**config.mk**
```make
export PLATFORM = sky130hd
export DESIGN_NAME = uart_tx_flat
export DESIGN_NICKNAME = d
export VERILOG_FILES = /design/src/rtl/uart_pkg.sv /design/src/rtl/uart_tx_if.sv /design/src/rtl/uart_tick_gen.sv /design/src/rtl/uart_tx.sv /design/src/flat_wrapper.sv
export SDC_FILE = /design/constraint.sdc
export NUM_CORES = 1
export LEC_CHECK = 0
export CORE_MARGIN = 4
export CORE_UTILIZATION = 45
export DETAILED_ROUTE_END_ITERATION = 12
export GPL_ROUTABILITY_DRIVEN = 0
export PLACE_DENSITY_LB_ADDON = 0.25
export REMOVE_ABC_BUFFERS = 1
export SLEW_MARGIN = 25
export SYNTH_ARGS = -nofsm -noshare
export SYNTH_HDL_FRONTEND = slang
export SYNTH_SLANG_ARGS = --single-unit
export TNS_END_PERCENT = 100
```
**constraint.sdc**
```tcl
create_clock -name ipclk -period 2.55 [get_ports ipclk]
set_clock_uncertainty 0.05 [all_clocks]
set_input_delay 0.51 -clock ipclk [delete_from_list [all_inputs] [get_ports ipclk]]
set_output_delay 0.51 -clock ipclk [all_outputs]
set_load 0.02 [all_outputs]
```
**src/rtl/uart_pkg.sv**
```systemverilog
// Shared types and constants for the UART transmitter and its tick generator.
// Optional parity support is selected by the UART_TX_PARITY_EN macro.
package uart_pkg;

   localparam int   OVERSAMPLE_DEF = 16;
   localparam int   DIV_W_DEF      = 16;
   localparam logic TXD_IDLE       = 1'b1;

   localparam logic [2:0] ST_IDLE   = 3'd0;
   localparam logic [2:0] ST_START  = 3'd1;
   localparam logic [2:0] ST_DATA   = 3'd2;
   localparam logic [2:0] ST_PARITY = 3'd3;
   localparam logic [2:0] ST_STOP   = 3'd4;

   typedef enum logic [2:0] {
      IDLE   = ST_IDLE,
      START  = ST_START,
      DATA   = ST_DATA,
      PARITY = ST_PARITY,
      STOP   = ST_STOP
   } uart_state_e;

   // Narrower bytes are zero-extended by the caller, which leaves the XOR unchanged.
   function automatic logic parity_of(input logic [7:0] data, input logic odd);
      return (^data) ^ odd;
   endfunction

endpackage

```
**src/rtl/uart_tx_if.sv**
```systemverilog
// Byte handshake between a producer and uart_tx; parity_odd exists only
// when UART_TX_PARITY_EN is defined.
interface uart_tx_if #(
   parameter int DATA_BITS = 8
);
   logic [DATA_BITS-1:0] tx_data;
   logic                 tx_valid;
   logic                 tx_ready;
`ifdef UART_TX_PARITY_EN
   logic                 parity_odd;

   modport master (output tx_data, output tx_valid, output parity_odd, input tx_ready);
   modport slave  (input tx_data, input tx_valid, input parity_odd, output tx_ready);
`else
   modport master (output tx_data, output tx_valid, input tx_ready);
   modport slave  (input tx_data, input tx_valid, output tx_ready);
`endif
endinterface

```
**src/rtl/uart_tick_gen.sv**
```systemverilog
// Reloadable divisor counter: one tick every div+1 clocks while clr is low.
// Shared between the UART transmitter and receiver.
module uart_tick_gen #(
   parameter int DIV_W = 16
) (
   input  logic             ipclk,
   input  logic             rst_n,
   input  logic             clr,
   input  logic [DIV_W-1:0] div,
   output logic             tick
);

   logic [DIV_W-1:0] cnt_r;

   // Tick fires on the clock where the counter has reached the divisor.
   always_comb begin
      tick = (cnt_r == div);
   end

   // Count up to div, then reload to zero; clr holds the phase at zero.
   always_ff @(posedge ipclk) begin
      if (!rst_n) begin
         cnt_r <= '0;
      end else if (clr || tick) begin
         cnt_r <= '0;
      end else begin
         cnt_r <= cnt_r + DIV_W'(1);
      end
   end

endmodule

```
**src/rtl/uart_tx.sv**
```systemverilog
// UART transmitter: start bit, DATA_BITS data bits LSB first, optional parity
// (UART_TX_PARITY_EN), one stop bit, at OVERSAMPLE ticks per bit.
module uart_tx
   import uart_pkg::*;
#(
   parameter int DATA_BITS  = 8,
   parameter int OVERSAMPLE = OVERSAMPLE_DEF,
   parameter int DIV_W      = DIV_W_DEF
) (
   input  logic             ipclk,
   input  logic             rst_n,
   input  logic [DIV_W-1:0] divisor,
   uart_tx_if.slave         tx,
   output logic             txd,
   output logic             busy
);

   localparam int SUB_W = (OVERSAMPLE > 1) ? $clog2(OVERSAMPLE) : 1;
   localparam int BIT_W = (DATA_BITS > 1) ? $clog2(DATA_BITS) : 1;
   localparam logic [SUB_W-1:0] SUB_LAST = SUB_W'(OVERSAMPLE - 1);
   localparam logic [BIT_W-1:0] BIT_LAST = BIT_W'(DATA_BITS - 1);

   logic [2:0]           state_r;
   logic [DATA_BITS-1:0] shift_r;
   logic [DIV_W-1:0]     div_q_r;
   logic [SUB_W-1:0]     sub_r;
   logic [BIT_W-1:0]     bit_r;
   logic                 txd_r;
   logic                 busy_r;
   logic                 ready_r;
`ifdef UART_TX_PARITY_EN
   logic                 par_r;
`endif

   logic tick_s;
   logic clr_s;
   logic accept_s;
   logic bit_done_s;

   // The tick phase is pinned at zero while idle, so every frame starts a fresh bit time.
   always_comb begin
      accept_s   = tx.tx_valid & ready_r;
      clr_s      = (state_r == ST_IDLE);
      bit_done_s = tick_s & (sub_r == SUB_LAST) & ~clr_s;
   end

   uart_tick_gen #(
      .DIV_W (DIV_W)
   ) u_tick_gen (
      .ipclk (ipclk),
      .rst_n (rst_n),
      .clr   (clr_s),
      .div   (div_q_r),
      .tick  (tick_s)
   );

   // Sub-tick counter: OVERSAMPLE ticks make one bit time.
   always_ff @(posedge ipclk) begin
      if (!rst_n) begin
         sub_r <= '0;
      end else if (clr_s) begin
         sub_r <= '0;
      end else if (tick_s) begin
         sub_r <= (sub_r == SUB_LAST) ? '0 : sub_r + SUB_W'(1);
      end else begin
         sub_r <= sub_r;
      end
   end

   // Frame FSM with registered line, busy and ready outputs.
   always_ff @(posedge ipclk) begin
      if (!rst_n) begin
         state_r <= ST_IDLE;
         shift_r <= '0;
         div_q_r <= '0;
         bit_r   <= '0;
         txd_r   <= TXD_IDLE;
         busy_r  <= 1'b0;
         ready_r <= 1'b1;
`ifdef UART_TX_PARITY_EN
         par_r   <= 1'b0;
`endif
      end else begin
         case (state_r)
            ST_IDLE: begin
               if (accept_s) begin
                  shift_r <= tx.tx_data;
                  div_q_r <= divisor;
                  bit_r   <= '0;
                  state_r <= ST_START;
                  txd_r   <= 1'b0;
                  busy_r  <= 1'b1;
                  ready_r <= 1'b0;
`ifdef UART_TX_PARITY_EN
                  par_r   <= parity_of(8'(tx.tx_data), tx.parity_odd);
`endif
               end
            end
            ST_START: begin
               if (bit_done_s) begin
                  state_r <= ST_DATA;
                  txd_r   <= shift_r[0];
                  bit_r   <= '0;
               end
            end
            ST_DATA: begin
               if (bit_done_s) begin
                  if (bit_r == BIT_LAST) begin
`ifdef UART_TX_PARITY_EN
                     state_r <= ST_PARITY;
                     txd_r   <= par_r;
`else
                     state_r <= ST_STOP;
                     txd_r   <= TXD_IDLE;
`endif
                  end else begin
                     shift_r <= shift_r >> 1;
                     txd_r   <= shift_r[1];
                     bit_r   <= bit_r + BIT_W'(1);
                  end
               end
            end
`ifdef UART_TX_PARITY_EN
            ST_PARITY: begin
               if (bit_done_s) begin
                  state_r <= ST_STOP;
                  txd_r   <= TXD_IDLE;
               end
            end
`endif
            ST_STOP: begin
               if (bit_done_s) begin
                  state_r <= ST_IDLE;
                  txd_r   <= TXD_IDLE;
                  busy_r  <= 1'b0;
                  ready_r <= 1'b1;
               end
            end
            default: begin
               state_r <= ST_IDLE;
               txd_r   <= TXD_IDLE;
               busy_r  <= 1'b0;
               ready_r <= 1'b1;
            end
         endcase
      end
   end

   assign txd         = txd_r;
   assign busy        = busy_r;
   assign tx.tx_ready = ready_r;

endmodule

```
**src/flat_wrapper.sv**
```systemverilog
// flat-port wrapper written by rule: the top's interface ports become plain ports
module uart_tx_flat import uart_pkg::*;
#(
   parameter int DATA_BITS  = 8,
   parameter int OVERSAMPLE = OVERSAMPLE_DEF,
   parameter int DIV_W      = DIV_W_DEF
)
  (ipclk, rst_n, divisor, txd, busy, tx_tx_data, tx_tx_valid, tx_tx_ready);
  uart_tx_if #(.DATA_BITS(DATA_BITS)) tx_i ();
  input  logic ipclk;
  input  logic rst_n;
  input  logic [DIV_W-1:0] divisor;
  output logic txd;
  output logic busy;
  input wire logic [$bits(tx_i.tx_data)-1:0] tx_tx_data;
  input wire logic [$bits(tx_i.tx_valid)-1:0] tx_tx_valid;
  output wire logic [$bits(tx_i.tx_ready)-1:0] tx_tx_ready;
  assign tx_i.tx_data = tx_tx_data;
  assign tx_i.tx_valid = tx_tx_valid;
  assign tx_tx_ready = tx_i.tx_ready;
  uart_tx #(.DATA_BITS(DATA_BITS), .OVERSAMPLE(OVERSAMPLE), .DIV_W(DIV_W)) u_core (.ipclk(ipclk), .rst_n(rst_n), .divisor(divisor), .tx(tx_i), .txd(txd), .busy(busy));
endmodule
```
==> impl_metrics.toml <==
[setup_path]
arrival_ns = 2.16
cp.required_ns = 2.75
cp-start-kind = "register"
cp-end-kind = "register"
startpoint = "u_core.u_tick_gen.cnt_r[3]$_SDFF_PP0_"
r2r-start = "u_core.u_tick_gen.cnt_r[3]$_SDFF_PP0_"
critical_path_class = "reg -> reg"
worstPathMaxFanout = 9

[routing]
wl_per_cell_um = 12.1
drc = 0
avgViaCountPerCell = 5.07
drt-total-wl_um = 4630
drt_iter0_drc = 118
antenna_left = 0
via_count = 1937
drt-pass1-iter-count = 4

[finish]
layout-drive-gt1-share_pct = 6.41
final_cell_area_um2 = 2940
antenna_cells = 0
area_growth_pct = 18.0
nNetsFinal = 343

[clock_tree]
clock-sinks = 53
cts_buffers = 5
clk_path_buf_depth = 2
root_buffer = "clkbuf_8"
clk_pin_slew_ns = 0.09
worst_skew_pair.late_latency_ns = 0.30
cts-resized-gates = 0
post-cts-setup-buffer-count = 0
cts_tree = "yes"
ctsHoldBuffers = 0
htreeDepth = 2

[pwr]
p_int_mw = 1.27
power.leakage_nw = 1.09
ir_worst_vdd_mv = 0.369
p_switching_uw = 404
combPwrFrac_pct = 13.9
clkPwrFrac_pct = 32.6
p_seq_share_pct = 53.4
power_density_nw_per_um2 = 570
p_sw_share_pct = 24.1

[floorplanning]
rows = 26
die_y_um = 82.4
start_util_pct = 47.5
die-area_um2 = 6790
core_region_area_um2 = 5240
fp.dieW_um = 82.4
io_pins = 30

[yosys]
synthTopCellsByArea = "dfxtp_1 (43%), nand2_1 (8.4%), xnor2_1 (8.1%), a21boi_0 (5.1%), mux2i_1 (4.8%)"
syn_area_per_cell_um2 = 8.71
ys_warn_count = 0
yosysTopAreaCell = "dfxtp_1"
synthCells = 286
async_flop_share_pct = 0
synth.yosys.seq_area_share_pct = 42.6
synth_edf_count = 0
ys_types = 40
synth_top_area_share_pct = 42.6
syn-cell-area_um2 = 2490
ys.flop_type = "dfxtp_1"
ys_seq_elements = 53

[worst_hold_path]
hp-start = "u_core.busy$_SDFFE_PN0P_"
hold_class = "reg -> reg"

[sta]
finalCritPeriodShare_pct = 76.7
rsz0062_at_grt = "no"
slew_headroom_pct = 72.6
worst_pin_slew_ns = 0.407
setup_viol = 0
fin_crit_ns = 1.95
slew_violations = 0
max_freq_mhz = 512
hold_viol = 0
setup_tns_ns = 0

[placement]
hpwlAfterDp_um = 3350
portBuffers = 29
place_area_um2 = 2830

[outcome]
status = "completed"

[grt]
grt_max_degree = 37
grt_pass1_vias = 1864
antenna_found_initial = 0
grt_pass1_wl_um = 8110
overflow = 0
grtUsageTotal_pct = 15.4

[run]
cap_violations = 0
## synth_stat cells, types with 3 or more instances
cell,instances
nand2_1,56
dfxtp_1,53
nor2_1,30
xnor2_1,23
a21boi_0,17
mux2i_1,12
a21oi_1,10
nand3_1,8
xor2_1,8
clkbuf_1,7
o211a_1,7
nand4_1,6
o21ai_0,6
and3_1,4
ha_1,4
buf_2,3
nor3_1,3
## final cells by class
class / count / area, um2
Multi-Input combinational cell: 216 / 1350
Tap cell: 70 / 87.6
Clock buffer: 5 / 68.8
Fill cell: 497 / 2300
Clock inverter: 2 / 35.0
Timing Repair Buffer: 34 / 328
Sequential cell: 53 / 1060
Inverter: 2 / 7.51
## power by group through the flow
stage / combinational, mW / clock (mW) / sequential, mW
after detailed placement: 0.236 / 0 / 0.915
after CTS: 0.237 / 0.566 / 0.896
after global routing: 0.260 / 0.592 / 0.901
final: 0.233 / 0.547 / 0.895
after global placement: 0.234 / 0 / 0.915
after floorplan: 0.132 / 0 / 0.915
## registers in the layout, indices dropped and copies added, names as in the netlist, 3 cells and up
register	flops
u_core.u_tick_gen.cnt_r	16
u_core.sub_r	4
u_core.shift_r	8
u_core.div_q_r	16
u_core.state_r	3
u_core.bit_r	3
## logic make-up (layout without fill, tap and decap cells)
kind of cell / count (synthesis) / in the layout / synth area share [%]
adders and majority gates: 4 / 4 / 2.01
DFF: 53 / 53 / 42.6
AOI/OAI and AO/OA: 49 / 49 / 14.0
and+or+nand+nor: 119 / 119 / 21.7
xor gates and xnor gates: 32 / 32 / 11.6
muxes: 12 / 12 / 4.82
buffers and inverters: 17 / 43 / 3.37
## final timing paths
| kind | endpoint | depth (start not counted) | slack [ns] |
|---|---|---|---|
| worst min-delay path | u_core.busy$_SDFFE_PN0P_ | 2 | 0.41 |
| worst max register to register | u_core.state_r[2]$_SDFFE_PN0P_ | 7 | 0.60 |
| worst max-delay path | u_core.state_r[2]$_SDFFE_PN0P_ | 7 | 0.60 |
| worst min register to register | u_core.busy$_SDFFE_PN0P_ | 2 | 0.41 |
## layer usage
metal	up-vias	GRT usage [%]	wire [um]
met4	0	5.15	57
li1	1018	-	-
met5	-	0	0
met1	877	20.0	2260
met2	36	25.2	2120
met3	6	3.36	191
## worst max-delay path, cell delays in order (launching register included)
cell	delay, ns
dfxtp_1	0.48
xnor2_2	0.14
nand4_1	0.15
nor4_4	0.29
buf_4	0.21
a21oi_1	0.12
o32ai_1	0.30
and2_1	0.16
## per-stage QoR
stage | total power [mW] | cells | hold slack [ns] | setup slack, ns | util [%]
2_1_floorplan | 1.05 | 271 | 0.386 | 0.365 | -
3_3_place_gp | 1.15 | 375 | 0.389 | 0.600 | 54.1
3_5_place_dp | 1.15 | 375 | 0.393 | 0.594 | 54.1
4_1_cts | 1.70 | 382 | 0.407 | 0.578 | 56.1
5_1_grt | 1.75 | 382 | 0.440 | 0.429 | 56.1
6_report | 1.68 | 382 | 0.406 | 0.595 | 56.1
## layout by cell type, fill, tap and decap left out, drive strengths merged
cell and instances:
nand3b 1, or2 2, nor4 1, clkbuf 5
nand2 56, a21boi 17, nand4 6, a21oi 10
a211oi 1, clkdlybuf4s50 29, buf 5, or3 2
ha 4, o31ai 2, nor3b 1, nand4b 1
dfxtp 53, clkinv 1, o311ai 1, mux2i 12
o211a 7, nor2 30, xor2 8, o32ai 1
and2 3, inv 2, and3 4, o21ai 8
a21o 2, nand3 8, and3b 1, bufinv 1
xnor2 24, nor3 3
No activity file was read; power rests on OpenSTA's default activity.
